===== src/rtl/tinyalu_master_pkg.sv =====
// tinyalu_master_pkg: shared states, opcodes, command kinds and defaults for tinyalu_master
package tinyalu_master_pkg;
  typedef enum logic [2:0] {IDLE, ALU_RUN, BUS_WR, BUS_RD, RD_WAIT, RSP} state_e;
  localparam logic [2:0] OP_NOP = 3'd0;
  localparam logic [2:0] OP_ADD = 3'd1;
  localparam logic [2:0] OP_AND = 3'd2;
  localparam logic [2:0] OP_XOR = 3'd3;
  localparam logic [2:0] OP_MUL = 3'd4;
  localparam logic KIND_ALU = 1'b0;
  localparam logic KIND_BUS = 1'b1;
  localparam int DEF_TIMEOUT = 16;
  function automatic logic is_alu_op(input logic [2:0] op);
    return op inside {OP_ADD, OP_AND, OP_XOR, OP_MUL};
  endfunction
endpackage


===== src/rtl/tinyalu_master_tmo.sv =====
// tinyalu_master_tmo: ALU_RUN cycle counter raising expire_o on the TIMEOUT-th cycle
// Ports: clk, reset_n (sync, active-low), clr_i (restart count), en_i (in ALU_RUN),
//        expire_o (high during the TIMEOUT-th enabled cycle since clear).
module tinyalu_master_tmo
  import tinyalu_master_pkg::*;
#(
  parameter int TIMEOUT = DEF_TIMEOUT
) (
  input  logic clk,
  input  logic reset_n,
  input  logic clr_i,
  input  logic en_i,
  output logic expire_o
);
  logic [7:0] cnt_q;
  always_ff @(posedge clk) begin
    if (!reset_n || clr_i) cnt_q <= '0;
    else if (en_i) cnt_q <= cnt_q + 8'd1;
  end
  assign expire_o = en_i && (cnt_q == 8'(TIMEOUT - 1));
endmodule


===== src/rtl/tinyalu_master.sv =====
// tinyalu_master: command sequencer driving a tinyalu and a simple register bus
// Ports: cmd_* command handshake in, rsp_* response handshake out, A/B/op/start/done/result
//        to the ALU, bus_* to the bus slave, busy when not IDLE.
// Optional: define TINYALU_MASTER_TIMEOUT_EN to abort ALU operations after TIMEOUT cycles.
module tinyalu_master
  import tinyalu_master_pkg::*;
#(
  parameter int TIMEOUT = DEF_TIMEOUT
) (
  input  logic        clk,
  input  logic        reset_n,
  input  logic        cmd_valid,
  output logic        cmd_ready,
  input  logic        cmd_kind,
  input  logic [2:0]  cmd_op,
  input  logic [7:0]  cmd_a,
  input  logic [7:0]  cmd_b,
  input  logic        cmd_bus_wr,
  input  logic [15:0] cmd_addr,
  input  logic [15:0] cmd_wdata,
  output logic        rsp_valid,
  input  logic        rsp_ready,
  output logic [15:0] rsp_data,
  output logic        rsp_err,
  output logic [7:0]  A,
  output logic [7:0]  B,
  output logic [2:0]  op,
  output logic        start,
  input  logic        done,
  input  logic [15:0] result,
  output logic        bus_valid,
  output logic        bus_op,
  output logic [15:0] bus_addr,
  output logic [15:0] bus_wr_data,
  input  logic [15:0] bus_rd_data,
  output logic        busy
);
  state_e state_q, state_d;
  logic [7:0] a_q, a_d, b_q, b_d;
  logic [2:0] op_q, op_d;
  logic [15:0] addr_q, addr_d, wdata_q, wdata_d, rsp_data_q, rsp_data_d;
  logic rsp_err_q, rsp_err_d;
`ifdef TINYALU_MASTER_TIMEOUT_EN
  logic tmo_clr, tmo_expire;
  tinyalu_master_tmo #(.TIMEOUT(TIMEOUT)) u_tmo (
    .clk(clk),
    .reset_n(reset_n),
    .clr_i(tmo_clr),
    .en_i(state_q == ALU_RUN),
    .expire_o(tmo_expire)
  );
`endif
  always_comb begin
    state_d = state_q;
    a_d = a_q;
    b_d = b_q;
    op_d = op_q;
    addr_d = addr_q;
    wdata_d = wdata_q;
    rsp_data_d = rsp_data_q;
    rsp_err_d = rsp_err_q;
`ifdef TINYALU_MASTER_TIMEOUT_EN
    tmo_clr = 1'b0;
`endif
    case (state_q)
      IDLE: if (cmd_valid) begin
        a_d = cmd_a;
        b_d = cmd_b;
        op_d = cmd_op;
        addr_d = cmd_addr;
        wdata_d = cmd_wdata;
        rsp_data_d = '0;
        rsp_err_d = (cmd_kind == KIND_ALU) && !is_alu_op(cmd_op) && (cmd_op != OP_NOP);
        if (cmd_kind == KIND_BUS) state_d = cmd_bus_wr ? BUS_WR : BUS_RD;
        else state_d = is_alu_op(cmd_op) ? ALU_RUN : RSP;
`ifdef TINYALU_MASTER_TIMEOUT_EN
        tmo_clr = 1'b1;
`endif
      end
      ALU_RUN: if (done) begin
        rsp_data_d = result;
        rsp_err_d = 1'b0;
        state_d = RSP;
      end
`ifdef TINYALU_MASTER_TIMEOUT_EN
      else if (tmo_expire) begin
        rsp_data_d = '0;
        rsp_err_d = 1'b1;
        state_d = RSP;
      end
`endif
      BUS_WR: state_d = RSP;
      BUS_RD: state_d = RD_WAIT;
      RD_WAIT: begin
        rsp_data_d = bus_rd_data;
        state_d = RSP;
      end
      RSP: state_d = rsp_ready ? IDLE : RSP;
      default: state_d = IDLE;
    endcase
  end
  always_ff @(posedge clk) begin
    if (!reset_n) begin
      state_q <= IDLE;
      a_q <= '0;
      b_q <= '0;
      op_q <= '0;
      addr_q <= '0;
      wdata_q <= '0;
      rsp_data_q <= '0;
      rsp_err_q <= 1'b0;
    end else begin
      state_q <= state_d;
      a_q <= a_d;
      b_q <= b_d;
      op_q <= op_d;
      addr_q <= addr_d;
      wdata_q <= wdata_d;
      rsp_data_q <= rsp_data_d;
      rsp_err_q <= rsp_err_d;
    end
  end
  assign cmd_ready = state_q == IDLE;
  assign busy = state_q != IDLE;
  assign start = state_q == ALU_RUN;
  assign A = a_q;
  assign B = b_q;
  assign op = op_q;
  assign bus_valid = (state_q == BUS_WR) || (state_q == BUS_RD);
  assign bus_op = state_q == BUS_WR;
  assign bus_addr = addr_q;
  assign bus_wr_data = wdata_q;
  assign rsp_valid = state_q == RSP;
  assign rsp_data = rsp_data_q;
  assign rsp_err = rsp_err_q;
endmodule


===== config.mk =====
export PLATFORM = sky130hd
export DESIGN_NAME = tinyalu_master
export DESIGN_NICKNAME = d
export VERILOG_FILES = /design/src/rtl/tinyalu_master_pkg.sv /design/src/rtl/tinyalu_master_tmo.sv /design/src/rtl/tinyalu_master.sv
export SDC_FILE = /design/constraint.sdc
export NUM_CORES = 1
export LEC_CHECK = 0
export ABC_AREA = 1
export CAP_MARGIN = 20
export CORE_MARGIN = 4
export CORE_UTILIZATION = 35
export DETAILED_ROUTE_END_ITERATION = 6
export HOLD_SLACK_MARGIN = 0.08
export PLACE_DENSITY = 0.87
export SYNTH_ARGS = -nofsm -noshare
export SYNTH_HDL_FRONTEND = slang
export SYNTH_SLANG_ARGS = --single-unit

===== constraint.sdc =====
create_clock -name clk -period 1.25 [get_ports clk]
set_clock_uncertainty 0.15 [all_clocks]
set_input_delay 0.125 -clock clk [delete_from_list [all_inputs] [get_ports clk]]
set_output_delay 0.125 -clock clk [all_outputs]
set_load 0.05 [all_outputs]

After elaboration in Yosys (flattened, before gate mapping)
Cells that the tools add are included.
Operators by class
  eq/ne operators: 11
  mux-type cells: 13
  bitwise gates (word level): 1
  reduce and logical (&&, ||, !) cells: 15
Operator list (number)
  $pmux W16 S3: 1
  $mux W16: 2
  $mux W3: 5
  $pmux W3 S5: 1
  $eq A3 B2 Y1 const B: 4
  $eq A3 B3 Y1 const B: 3
  $reduce_bool A3 Y1: 3
  $eq A3 B1 Y1 const B: 2
  $reduce_and A3 Y1: 2
  $reduce_and A2 Y1: 2
  $reduce_bool A4 Y1: 1
  $logic_not A3 Y1: 1
  $mux W1: 3
  $logic_and A1 B1 Y1: 2
  $ne A2 B1 Y1 const B: 1
  $ne A2 B2 Y1 const B: 1
  $pmux W1 S2: 1
  $reduce_bool A2 Y1: 1
  $reduce_or A2 Y1: 1
  $logic_not A1 Y1: 1
  $logic_or A1 B1 Y1: 1
  $not A1 Y1: 1
Word-level totals
  register bits after elaboration: 71
  input bits: 90
  output and inout port bits: 74
  word-level logic and storage cells: 48

Depth between registers and ports, before layout
  depth after elaboration: 7
  gate-level depth with buffers: 9
  gate-level depth less buffers: 8

Least setup slack after synthesis
No wires, ideal clock.
  kind: register to register
  start: reg state_q[2]
  end: reg wdata_q[0], in the netlist bus_wr_data[0]
  setup time: 70 ps
  arrival time: 1442 ps
  data required time: 1030 ps
  path slack: -413 ps
  stages on the path, launching flop included: 7
  buffers on the path: 1
  period minus slack after synthesis: 1663 ps
  cell sequence: dfxtp_1 -> nor2_2 -> nand2_2 -> inv_2 -> buf_2 -> nand3_1 -> a21oi_1
Between the ends
  cells in the longest elaborated chain, start to end: 2
Ends and longest elaborated chain
  start, declared: line tinyalu_master.sv:38  | state_e state_q, state_d;
  start signal, assigned: line tinyalu_master.sv:113  | state_q <= state_d;
  $logic_not A3 Y1
  net cmd_ready: line tinyalu_master.sv:13  | output logic cmd_ready,
  $reduce_and A2 Y1 (no source line)
  end signal, assigned: line tinyalu_master.sv:118  | wdata_q <= wdata_d;
  end, declared: line tinyalu_master.sv:41  | logic [15:0] addr_q, addr_d, wdata_q, wdata_d, rsp_data_q, rsp_data_d;
The timed path passes the listed nets, and every way through them passes these cells.
A chain may end at the register's enable or synchronous reset.

Worst setup path in the final report
  start: reg state_q[2]
  end: reg rsp_data_q[10], in the netlist rsp_data[10]
Between the ends
  cells in the longest elaborated chain, start to end: 3
  elaborated cells between the ends (all ways): 8
  classes of those cells: 4 x eq/ne; 1 x mux; 3 x reduce/logical
Ends and longest elaborated chain
  $eq A3 B1 Y1, or another cell as far along: line tinyalu_master.sv:65  | case (state_q)
  $ne A2 B1 Y1 (no source line), or another cell as far along
  $reduce_and A3 Y1 (no source line)
  end signal, assigned: line tinyalu_master.sv:119  | rsp_data_q <= rsp_data_d;
  end, declared: line tinyalu_master.sv:41
Parallel ways exist; a longest one is shown, timed or not.

==> impl_metrics.toml <==
[synthesis]
ys_types = 20
yosys_warnings = 0
syn_nets = 525
synthesis.area_mm2 = 0.00301
synthCells = 435
ys_seq_area_frac = 0.472
ys_seq_elements = 71
avgSynthCellArea_um2 = 6.92

[cells_and_area]
fin_cells = 746
final_cell_area_mm2 = 0.00743
drive_gt1_frac = 0.544
area_growth_pct = 147
layout.nets = 728
diodes = 0

[global_routing]
grt_antenna_before_repair = 0
grt_max_degree = 46
grt_pass1_wl_um = 21100
grt_pass1_vias = 4171
grt_overflow_total = 0
track_usage = 0.266

[critical_path]
cp_cell_sequence = "nor2_4 > nand2_4 > or2_4 > nand3_4 > clkbuf_16 > nand2_2 > nand2_1 > nor2_1"
cp.arrival_ns = 1.72
critical_path_buf_inv_count = 1
path_class = "register to register"
crit_path_max_incr_delay_ns = 0.38
critPathCaptureType = "register"
reg2reg_to = "rsp_data[10]$_SDFFE_PN0P_"
cp_top_family = "simple AND/OR/NAND/NOR gates"
reg2reg_slack_ns = -0.38
start_kind = "register"
crit_required_ns = 1.34
rr_startpoint = "state_q[2]$_SDFFE_PN0P_"
r2r_cells = 8
crit_fanout = 8
cp_slowest_cell = "dfxtp_4"

[pwr]
p_leak_nw = 3.16
swShare = 0.449
power_density_mw_per_mm2 = 2480
switching_power_mw = 8.26
pwr-share-clk = 0.100
vdd_drop_max_v = 0.00124
p_int_mw = 10.1
comb_power_share = 0.697
seq_power_share = 0.204

[sta]
fin_ws_ns = -0.377
finalSetupViolations = 77
maxSlewViolCount = 0
min_period_over_period = 1.30
fmaxAchievable_ghz = 0.615
hold_violations = 0
tightest_slew_ns = 0.309
slew_headroom = 0.794
fin_crit_ns = 1.63
rsz0062_at_grt = "yes"

[detailed_routing]
first_pass_iters = 4
highest-signal-layer = "met4"
final_antenna_net_count = 0
wl_per_cell_um = 20.6
drt_iter0_drc = 155
wirelength_um = 15400
vias = 3907
drc = 0
wl_met2_um = 8180
drt-vias-per-instance = 5.24
wl_met1_um = 5270
wl_met3_um = 1320

[place]
gp_congestion = 0.862
dp_cells = 699
dpl_cell_area_mm2 = 0.00567
numPortBuffers = 163
dp_hpwl_um = 7940

[floorplan]
die_h_um = 101
pin_count = 164
initial_core_util = 0.363
rows = 33
core_area_mm2 = 0.00830
die_w_um = 101
fp.dieArea_mm2 = 0.0101

[cts]
cts-root-buf = "clkbuf_8"
htreeDepth = 3
clockBufferDepth = 2
clk_pin_slew_worst_paths_ns = 0.08
cts_buffers = 9
clk_latency_ns = 0.34
ctsHoldBuffers = 0
cts_tree = "yes"
cts_sinks = 71

[worst_hold_path]
hold_depth = 4
worstHoldEndpoint = "bus_addr[15]$_SDFFE_PN0P_"
hold_path.class = "primary input to register"
hp-start = "cmd_valid"

[run_status]
violations = "setup timing"
status = "complete, but fails checks"

[job]
cap_violations = 0
-- metal layers --
layer / GRT usage / vias to the layer above
li1: - / 1787
met5: 0 / -
met2: 0.496 / 194
met1: 0.266 / 1871
met4: 0.117 / 0
met3: 0.0893 / 55
-- state kept, by name, indices dropped and copies added (netlist names) --
signal	cells
state_q	3
op	3
bus_addr	16
bus_wr_data	16
B	8
rsp_err	1
rsp_data	16
A	8
-- per-stage QoR --
step / power (mW) / util / TNS [ns] / hold slack [ns] / setup slack [ns]
global route: 19.1 / 0.895 / -27.46 / 0.188 / -0.445
floorplan: 7.79 / - / -12.69 / 0.118 / -0.252
global placement: 11.7 / 0.683 / -6.98 / 0.334 / -0.188
CTS: 16.8 / 0.818 / -17.86 / 0.154 / -0.285
detailed placement: 12.0 / 0.683 / -10.82 / 0.340 / -0.260
finish: 18.4 / 0.895 / -24.11 / 0.178 / -0.377
-- power groups by stage --
stage          combinational [mW]  sequential, mW  clock, mW
2_1_floorplan                2.69            5.09          0
3_3_place_gp                 8.24            3.48          0
3_5_place_dp                 8.44            3.53          0
4_1_cts                      11.4            3.55       1.82
5_1_grt                      13.4            3.80       1.95
6_report                     12.8            3.75       1.83
-- Yosys cell counts --
cell type | number | area [um^2]
nor2_1 | 40 | 150
dfxtp_1 | 71 | 1420
nand2_1 | 145 | 544
nand2_2 | 2 | 12.5
nand3_2 | 1 | 10.0
or2_4 | 1 | 8.76
nor2_2 | 1 | 6.26
clkbuf_1 | 13 | 48.8
nand2_4 | 1 | 11.3
inv_1 | 25 | 93.8
nor3_1 | 2 | 10.0
buf_4 | 1 | 7.51
a21oi_1 | 53 | 265
inv_2 | 4 | 15.0
clkinv_1 | 1 | 3.75
buf_6 | 3 | 33.8
buf_2 | 11 | 55.1
nand3_1 | 58 | 290
o21ai_0 | 1 | 5.00
nand3_4 | 1 | 17.5
-- cells in the final DEF, fill, tap and decap left out, types with 4 or more instances in the layout --
| master | n |
|---|---|
| inv_2 | 5 |
| dfxtp_1 | 40 |
| nand2_4 | 54 |
| buf_12 | 89 |
| buf_4 | 18 |
| clkbuf_8 | 10 |
| clkdlybuf4s50_1 | 88 |
| nand3_1 | 32 |
| clkbuf_16 | 4 |
| nor2_1 | 30 |
| inv_1 | 21 |
| nor2_2 | 8 |
| dfxtp_2 | 28 |
| nand3_4 | 9 |
| buf_6 | 8 |
| buf_16 | 10 |
| nand2_2 | 15 |
| nand2_1 | 78 |
| a21oi_2 | 51 |
| nand3_2 | 19 |
-- cell families after synthesis --
group | after synthesis | share of synthesized area
flops | 71 | 0.472
buf+inv | 58 | 0.0856
simple gates | 252 | 0.352
compound gates | 54 | 0.0898
-- worst max path at each step --
stage                            startpoint                   endpoint  slack [ns]  cells past startpoint
finish              state_q[2]$_SDFFE_PN0P_  rsp_data[10]$_SDFFE_PN0P_       -0.38                      8
global route        state_q[2]$_SDFFE_PN0P_  rsp_data[10]$_SDFFE_PN0P_       -0.45                      8
CTS                 state_q[0]$_SDFFE_PN0P_   rsp_data[9]$_SDFFE_PN0P_       -0.28                      8
detailed placement  state_q[2]$_SDFFE_PN0P_   rsp_data[9]$_SDFFE_PN0P_       -0.26                      8
global placement                  cmd_op[0]    state_q[2]$_SDFFE_PN0P_       -0.19                      7
floorplan           state_q[0]$_SDFFE_PN0P_  rsp_data[11]$_SDFFE_PN0P_       -0.25                      8
-- worst min-delay path: cells and delay by family --
kind | cells | cell delay [ns]
AOI/OAI and AO/OA | 1 | 0.06
buffers and inverters | 2 | 0.35
and+or+nand+nor | 1 | 0.10
-- final cells by class --
cell class / count / area [um^2]
clock buffer: 10 / 138
inverter: 30 / 124
tap: 105 / 131
sequential: 71 / 1470
clock inverter: 4 / 47.5
fill: 338 / 871
timing repair buffer: 220 / 3300
multi-input combinational: 306 / 2220
-- what timing repair did --
item | CTS | global route
setup endpoints to repair | 77 | 86
endpoints found under the hold margin | 0 | 0
gates resized for setup | 132 | 165
pin swaps | 19 | 24
setup buffers | 17 | 5
gates cloned | 11 | 4
Power figures use the tool's default switching activity.
